### src/rtl/hull_fault_filter.sv
// Hull motor-driver fault conditioning: 2-flop sync, debounce, latch-until-ack, saturating counter.
// Optional registered interrupt pulse on FAULT entry when HULL_FAULT_IRQ_EN is defined.
module hull_fault_filter #(
  parameter int FILTER_CYCLES    = 50,
  parameter int CNT_W            = 8,
  parameter bit FAULT_ACTIVE_LOW = 1'b1
) (
  input  logic             clk,
  input  logic             reset,
  input  logic             fault_pin,
  input  logic             clear,
  output logic             fault_out,
  output logic             fault_live,
  output logic [CNT_W-1:0] fault_count,
  output logic             fault_irq
);

  typedef enum logic [1:0] {
    IDLE  = 2'd0,
    FAULT = 2'd1,
    HELD  = 2'd2
  } state_t;

  // Non-fault pin level; the synchroniser starts here so reset never shows a fault.
  localparam logic       IDLE_LEVEL = FAULT_ACTIVE_LOW;
  localparam logic [15:0] FILT_LAST = 16'(FILTER_CYCLES - 1);
  localparam logic [CNT_W-1:0] CNT_MAX = {CNT_W{1'b1}};
  localparam logic [CNT_W-1:0] CNT_ONE = CNT_W'(1);

  logic [1:0]       sync_reg;
  logic [15:0]      filt_cnt_reg;
  logic             live_reg;
  logic             live_d_reg;
  state_t           state_reg, state_next;
  logic             out_reg;
  logic [CNT_W-1:0] count_reg, count_next;
  logic             f_norm;
  logic             live_rise;
  logic             live_fall;

  always_ff @(posedge clk) begin
    if (reset) begin
      sync_reg <= {2{IDLE_LEVEL}};
    end else begin
      sync_reg <= {sync_reg[0], fault_pin};
    end
  end

  assign f_norm = sync_reg[1] ^ FAULT_ACTIVE_LOW;

  // Level only changes after FILTER_CYCLES consecutive samples that disagree with it.
  always_ff @(posedge clk) begin
    if (reset) begin
      filt_cnt_reg <= 16'd0;
      live_reg     <= 1'b0;
    end else if (f_norm == live_reg) begin
      filt_cnt_reg <= 16'd0;
    end else if (filt_cnt_reg == FILT_LAST) begin
      live_reg     <= f_norm;
      filt_cnt_reg <= 16'd0;
    end else begin
      filt_cnt_reg <= filt_cnt_reg + 16'd1;
    end
  end

  assign live_rise = live_reg & ~live_d_reg;
  assign live_fall = ~live_reg & live_d_reg;

  always_comb begin
    state_next = state_reg;
    case (state_reg)
      IDLE:    if (live_rise) state_next = FAULT;
      FAULT:   if (live_fall) state_next = HELD;
      HELD: begin
        // A fresh fault outranks a simultaneous acknowledge.
        if (live_rise)  state_next = FAULT;
        else if (clear) state_next = IDLE;
      end
      default: state_next = IDLE;
    endcase
  end

  always_comb begin
    count_next = count_reg;
    if (clear) begin
      count_next = live_rise ? CNT_ONE : '0;
    end else if (live_rise && (count_reg != CNT_MAX)) begin
      count_next = count_reg + CNT_ONE;
    end
  end

  always_ff @(posedge clk) begin
    if (reset) begin
      state_reg  <= IDLE;
      out_reg    <= 1'b0;
      live_d_reg <= 1'b0;
      count_reg  <= '0;
    end else begin
      state_reg  <= state_next;
      out_reg    <= (state_next != IDLE);
      live_d_reg <= live_reg;
      count_reg  <= count_next;
    end
  end

`ifdef HULL_FAULT_IRQ_EN
  logic irq_reg;

  always_ff @(posedge clk) begin
    if (reset) begin
      irq_reg <= 1'b0;
    end else begin
      irq_reg <= (state_reg != FAULT) && (state_next == FAULT);
    end
  end

  assign fault_irq = irq_reg;
`else
  assign fault_irq = 1'b0;
`endif

  assign fault_out   = out_reg;
  assign fault_live  = live_reg;
  assign fault_count = count_reg;

endmodule

### config.mk
export PLATFORM = sky130hd
export DESIGN_NAME = hull_fault_filter
export DESIGN_NICKNAME = d
export VERILOG_FILES = /design/src/rtl/hull_fault_filter.sv
export SDC_FILE = /design/constraint.sdc
export NUM_CORES = 1
export LEC_CHECK = 0
export ABC_AREA = 0
export BUFFER_PORTS_ARGS = -buffer_cell sky130_fd_sc_hd__buf_2
export CORE_MARGIN = 1.5
export CORE_UTILIZATION = 60
export CTS_BUF_LIST = sky130_fd_sc_hd__clkbuf_4 sky130_fd_sc_hd__clkbuf_8
export CTS_CLUSTER_DIAMETER = 100
export CTS_CLUSTER_SIZE = 28
export DETAILED_ROUTE_END_ITERATION = 10
export GPL_ROUTABILITY_DRIVEN = 1
export HOLD_SLACK_MARGIN = 0.08
export PLACE_DENSITY_LB_ADDON = 0.2
export SLEW_MARGIN = 40
export SYNTH_ARGS = -nofsm -noshare
export SYNTH_HDL_FRONTEND = slang
export SYNTH_SLANG_ARGS = --single-unit
export TNS_END_PERCENT = 30
### constraint.sdc
create_clock -name clk -period 3.1 [get_ports clk]
set_clock_uncertainty 0.2 [all_clocks]
set_input_delay 0.31 -clock clk [delete_from_list [all_inputs] [get_ports clk]]
set_output_delay 0.31 -clock clk [all_outputs]
set_load 0.01 [all_outputs]
## Word-level counts from Yosys, hierarchy flattened

Cells that the tools add are included.

- Mux-type cells: 8
- Bitwise logic cells: 6
- Equal/unequal tests: 5
- Add/sub/neg operators: 2
- Reductions and logical operators: 6

Operators with widths:

| cell | count |
|---|---|
| 16-bit by 1-bit adder with 16-bit output (second input constant) | 1 |
| 16-bit by 6-bit == test with 1-bit output (second input constant) | 1 |
| 8-bit 2-to-1 mux | 2 |
| 8-bit by 1-bit adder with 8-bit output (second input constant) | 1 |
| 2-bit 2-to-1 mux | 4 |
| 8-bit != test (second input constant) | 1 |
| 2-bit one-hot mux with 3 select lines | 1 |
| 1-bit NOT | 4 |
| 2-bit nonzero test | 2 |
| 3-bit OR reduction | 1 |
| 1-bit bitwise AND | 2 |
| 2-bit by 1-bit == test with 1-bit output (second input constant) | 1 |
| 2-bit == test (second input constant) | 1 |
| 2-bit zero test | 1 |
| 2-bit AND reduction | 1 |
| 1-bit == test | 1 |
| 1-bit logical AND | 1 |
| 1-bit 2-to-1 mux | 1 |

- Output and inout port bits: 11
- Word-level logic and storage cells: 34
- Register bits: 31

## Logic depth before layout (Yosys ltp)

- Depth after elaboration: 5
- Depth in mapped cells: 7
- Depth with buffers taken out: 6

## Worst setup path after synthesis

No wires, ideal clock.

- Kind: register to register
- Start: reg count_reg[0], in the netlist fault_count[0]
- End: reg count_reg[7], in the netlist fault_count[7]
- Cell stages (with the launch flop): 6
- Data arrival time: 1.338 ns
- Required time: 2.778 ns
- Buffers on the path: 0
- Period minus slack after synthesis: 1.660 ns
- Slack: 1.440 ns
- Library setup time: 0.122 ns
- Cell sequence: dfxtp_1 ha_1 and4_1 nor4_1 xnor2_1 nor2_1

- Word-level cells in the longest chain between the ends: 3
- Elaborated cells on any way between the ends: 6
- Classes of those cells: 1 x add/sub; 1 x eq/ne; 2 x mux; 2 x reduce/logical

RTL lines:

| what | RTL line | source |
|---|---|---|
| from (decl) | 36 | `logic [CNT_W-1:0] count_reg, count_next;` |
| from (signal assigned) | 102 | `count_reg <= count_next;` |
| 8-bit by 1-bit adder with 8-bit output / 8-bit != test (equally long branches) | 88, 87 |  |
| 8-bit 2-to-1 mux / 1-bit logical AND (equally long branches) | 87 | `end else if (live_rise && (count_reg != CNT_MAX)) begin` |
| 8-bit 2-to-1 mux / 2-bit nonzero test (equally long branches) | n/a |  |

Several ways; a longest one is shown, not always the timed one. The select of a mux whose other input is x is not followed.
A chain may end at the register's enable or synchronous reset.

## Final worst setup path

- Start: reg count_reg[0], in the netlist fault_count[0]
- End: reg count_reg[0], in the netlist fault_count[0]

The elaborated chain is that of the path after synthesis.

==> flow_metrics.env <==
export IMPL_vias_per_cell=5.62
export IMPL_rows=17
export IMPL_hold_viol=0
export IMPL_crit_path_end="fault_count[0]"
export IMPL_fmax_mhz=550
export IMPL_io_buffers=13
export IMPL_outcome="complete, no violations"
export IMPL_largest_register_ffs=16
export IMPL_p_per_area_nw_per_um2=452
export IMPL_arrival_ns=1.88
export IMPL_maxCapViolations=0
export IMPL_rsz0062_at_grt="no"
export IMPL_finalNetCount=181
export IMPL_dp_hpwl_um=1990
export IMPL_hold_depth=4
export IMPL_setup_violations=0
export IMPL_synth_edff_count=0
export IMPL_die_width_um=52.4
export IMPL_synthesis_area_per_instance_sq_um=9.31
export IMPL_gp_congestion=0.785
export IMPL_cts_tree="yes"
export IMPL_seq_area_frac_synth_pct=42.5
export IMPL_drt_wl_total_um=2800
export IMPL_dr_first_iter_drc_count=14
export IMPL_synthCells=157
export IMPL_r2r_start="fault_count[0]"
export IMPL_yosys_warnings=0
export IMPL_post_drt_wl_per_cell_um=13.8
export IMPL_cts_sinks=31
export IMPL_ir_drop_mv=0.385
export IMPL_antenna_left=0
export IMPL_crit_type="flop to flop"
export IMPL_fillers=188
export IMPL_crit_fanout=6
export IMPL_initial_utilization_pct=64.8
export IMPL_synthFlopType="dfxtp_1"
export IMPL_reg2reg_to="fault_count[0]"
export IMPL_cp_top_family="simple AND/OR/NAND/NOR gates"
export IMPL_clk_path_buf_depth=2
export IMPL_diodes=0
export IMPL_hold_start="clear"
export IMPL_die_area_sq_um=2740
export IMPL_cts_root_buffer="clkbuf_4"
export IMPL_final_layout_size_suffix_gt1_share_pct=20.0
export IMPL_synthesis_area_sq_um=1460
export IMPL_critPathLaunchType="flop"
export IMPL_crit_chain="ha_1 > nand4_1 > o21ai_1 > or3b_1 > o21ai_0"
export IMPL_num_vias=1141
export IMPL_synthDistinctLibCells=42
export IMPL_clk_latency_ns=0.33
export IMPL_totalPowerFinal_mw=0.740
export IMPL_fin_crit_ns=1.82
export IMPL_holdWs_ns=0.166
export IMPL_die_h_um=52.4
export IMPL_finalCritPeriodShare_pct=58.6
export IMPL_area_growth_pct=12.0
export IMPL_synthArstFlopShare_pct=0
export IMPL_ff2ff_setup_slack_ns=1.28
export IMPL_required_ns=3.16
export IMPL_ios=15
export IMPL_cp_startpoint="fault_count[0]"
export IMPL_drc=0
export IMPL_synth_fp_nets=164
export IMPL_clkTransAtPathRegs_ns=0.09
export IMPL_core_area_sq_um=2250
export IMPL_numCtsBuffers=5
export IMPL_critPathCaptureType="flop"
export IMPL_critPathSlowestCell="dfxtp_1"
export IMPL_worst_path_buf_inv=0
export IMPL_setup_tns_ns=0
export IMPL_synth_seq_cells=31
export IMPL_first_pass_iters=4
export IMPL_drv_slew=0
export IMPL_cp_num_cells=5
export IMPL_antenna_found_initial=0
export IMPL_worstHoldPathType="input port to flop"
export IMPL_overflow=0
export IMPL_cts_setup_buffers=0
export IMPL_timing_final_ws_setup_ns=1.28
export IMPL_grt_max_degree=17
export IMPL_p_leak_nw=0.573
export IMPL_grt_pass1_wl_um=4760
export IMPL_first_global_vias=1061
export IMPL_pre_cts_ws_ns=1.33
export IMPL_track_usage_pct=24.0
export IMPL_critPathMaxStageDelay_ns=0.39
export IMPL_h_tree_depth=2
export IMPL_reg2reg_depth=5
[cells in the mapped netlist (2+ instances only)]
cell      count  area share, %
dfxtp_1      31             42
nor2_1       25            6.4
xnor2_1      13            7.8
nand3_1       7            2.4
nand4_1       7            3.0
inv_1         6            1.5
nand2_1       6            1.5
xor2_1        6            3.6
nor3_1        5            1.7
nor4_2        4            3.4
a21oi_1       3            1.0
ha_1          3            2.6
mux2i_1       3            2.1
nor2_2        3            1.3
nor4_1        3            1.3
or2_2         3            1.3
and4_1        2            1.2
clkbuf_1      2           0.51
nand4b_1      2            1.2
[power by group]
part           internal (mW)  switching (mW)
Combinational        0.00554         0.00745
Clock                  0.190           0.136
Sequential             0.399        0.000984
[repair_timing]
item	in CTS	in global routing
hold endpoints to repair	6	0
hold buffers	2	0
gates resized for setup	0	0
endpoints found under the setup margin	0	0
[routing by layer]
layer	global-route usage (%)	share of wire (%)	up-vias
met4	10.3	0.96	0
met5	0	0	-
met3	6.00	3.4	3
met1	29.4	45	532
li1	-	-	585
met2	39.8	50	21
[cells by family (layout without fill, tap and decap cells)]
family	count (synthesis)	count (layout)	share of synthesized area, %
and+or+nand+nor	78	78	32.5
DFF	31	31	42.5
buffers and inverters	11	29	3.68
xor gates and xnor gates	19	19	11.4
AOI/OAI and AO/OA	11	11	5.14
muxes	3	3	2.05
other	1	1	0.257
adders and majority gates	3	3	2.57
[worst min-delay path by stage]
stage,slack [ns],end
4_1_cts,0.15,state_reg[1]
3_5_place_dp,0.19,sync_reg[1]
6_report,0.17,state_reg[1]
3_3_place_gp,0.19,sync_reg[1]
5_1_grt,0.18,fault_count[7]
2_1_floorplan,0.19,sync_reg[1]
[layout make-up]
cell class	instances	area, sq um	share of cell area [%]
clock buffer	6	51.3	3.13
timing repair buffer	15	85.1	5.20
multi-input combinational	115	787	48.1
sequential	31	621	37.9
inverter	6	22.5	1.38
clock inverter	2	35.0	2.14
tap	28	35.0	2.14
[worst register-to-register path: cells and delay by family, from the launching register on]
family / cells / cell delay [ns]
simple gates: 2 / 0.55
flops: 1 / 0.39
compound gates: 2 / 0.33
fa+ha+maj: 1 / 0.27
[per-stage QoR]
| stage | utilization, % | cell area [sq um] | instances |
|---|---|---|---|
| finish | 72.6 | 1640 | 203 |
| floorplan | - | 1460 | 157 |
| CTS | 72.6 | 1640 | 203 |
| detailed placement | 67.9 | 1530 | 193 |
| global placement | 67.9 | 1530 | 193 |
| global route | 72.6 | 1640 | 203 |
[cells in the final DEF (no fill, tap or decap), types with 2 or more instances in the layout]
cell type	netlist	final
nor4_1	3	3
nand2_1	6	6
dfxtp_1	31	31
dlygate4sd3_1	0	2
a21oi_1	3	3
mux2i_1	3	3
inv_1	6	6
nand4_1	7	7
ha_1	3	3
xor2_1	6	6
xnor2_1	13	13
nand3_1	7	7
and4_1	2	2
nor4_2	4	4
nor3_1	5	5
or2_2	3	3
nor2_2	3	3
nand4b_1	2	2
clkbuf_4	0	5
buf_2	1	13
nor2_1	25	25
(Power assumes the default switching activity.)
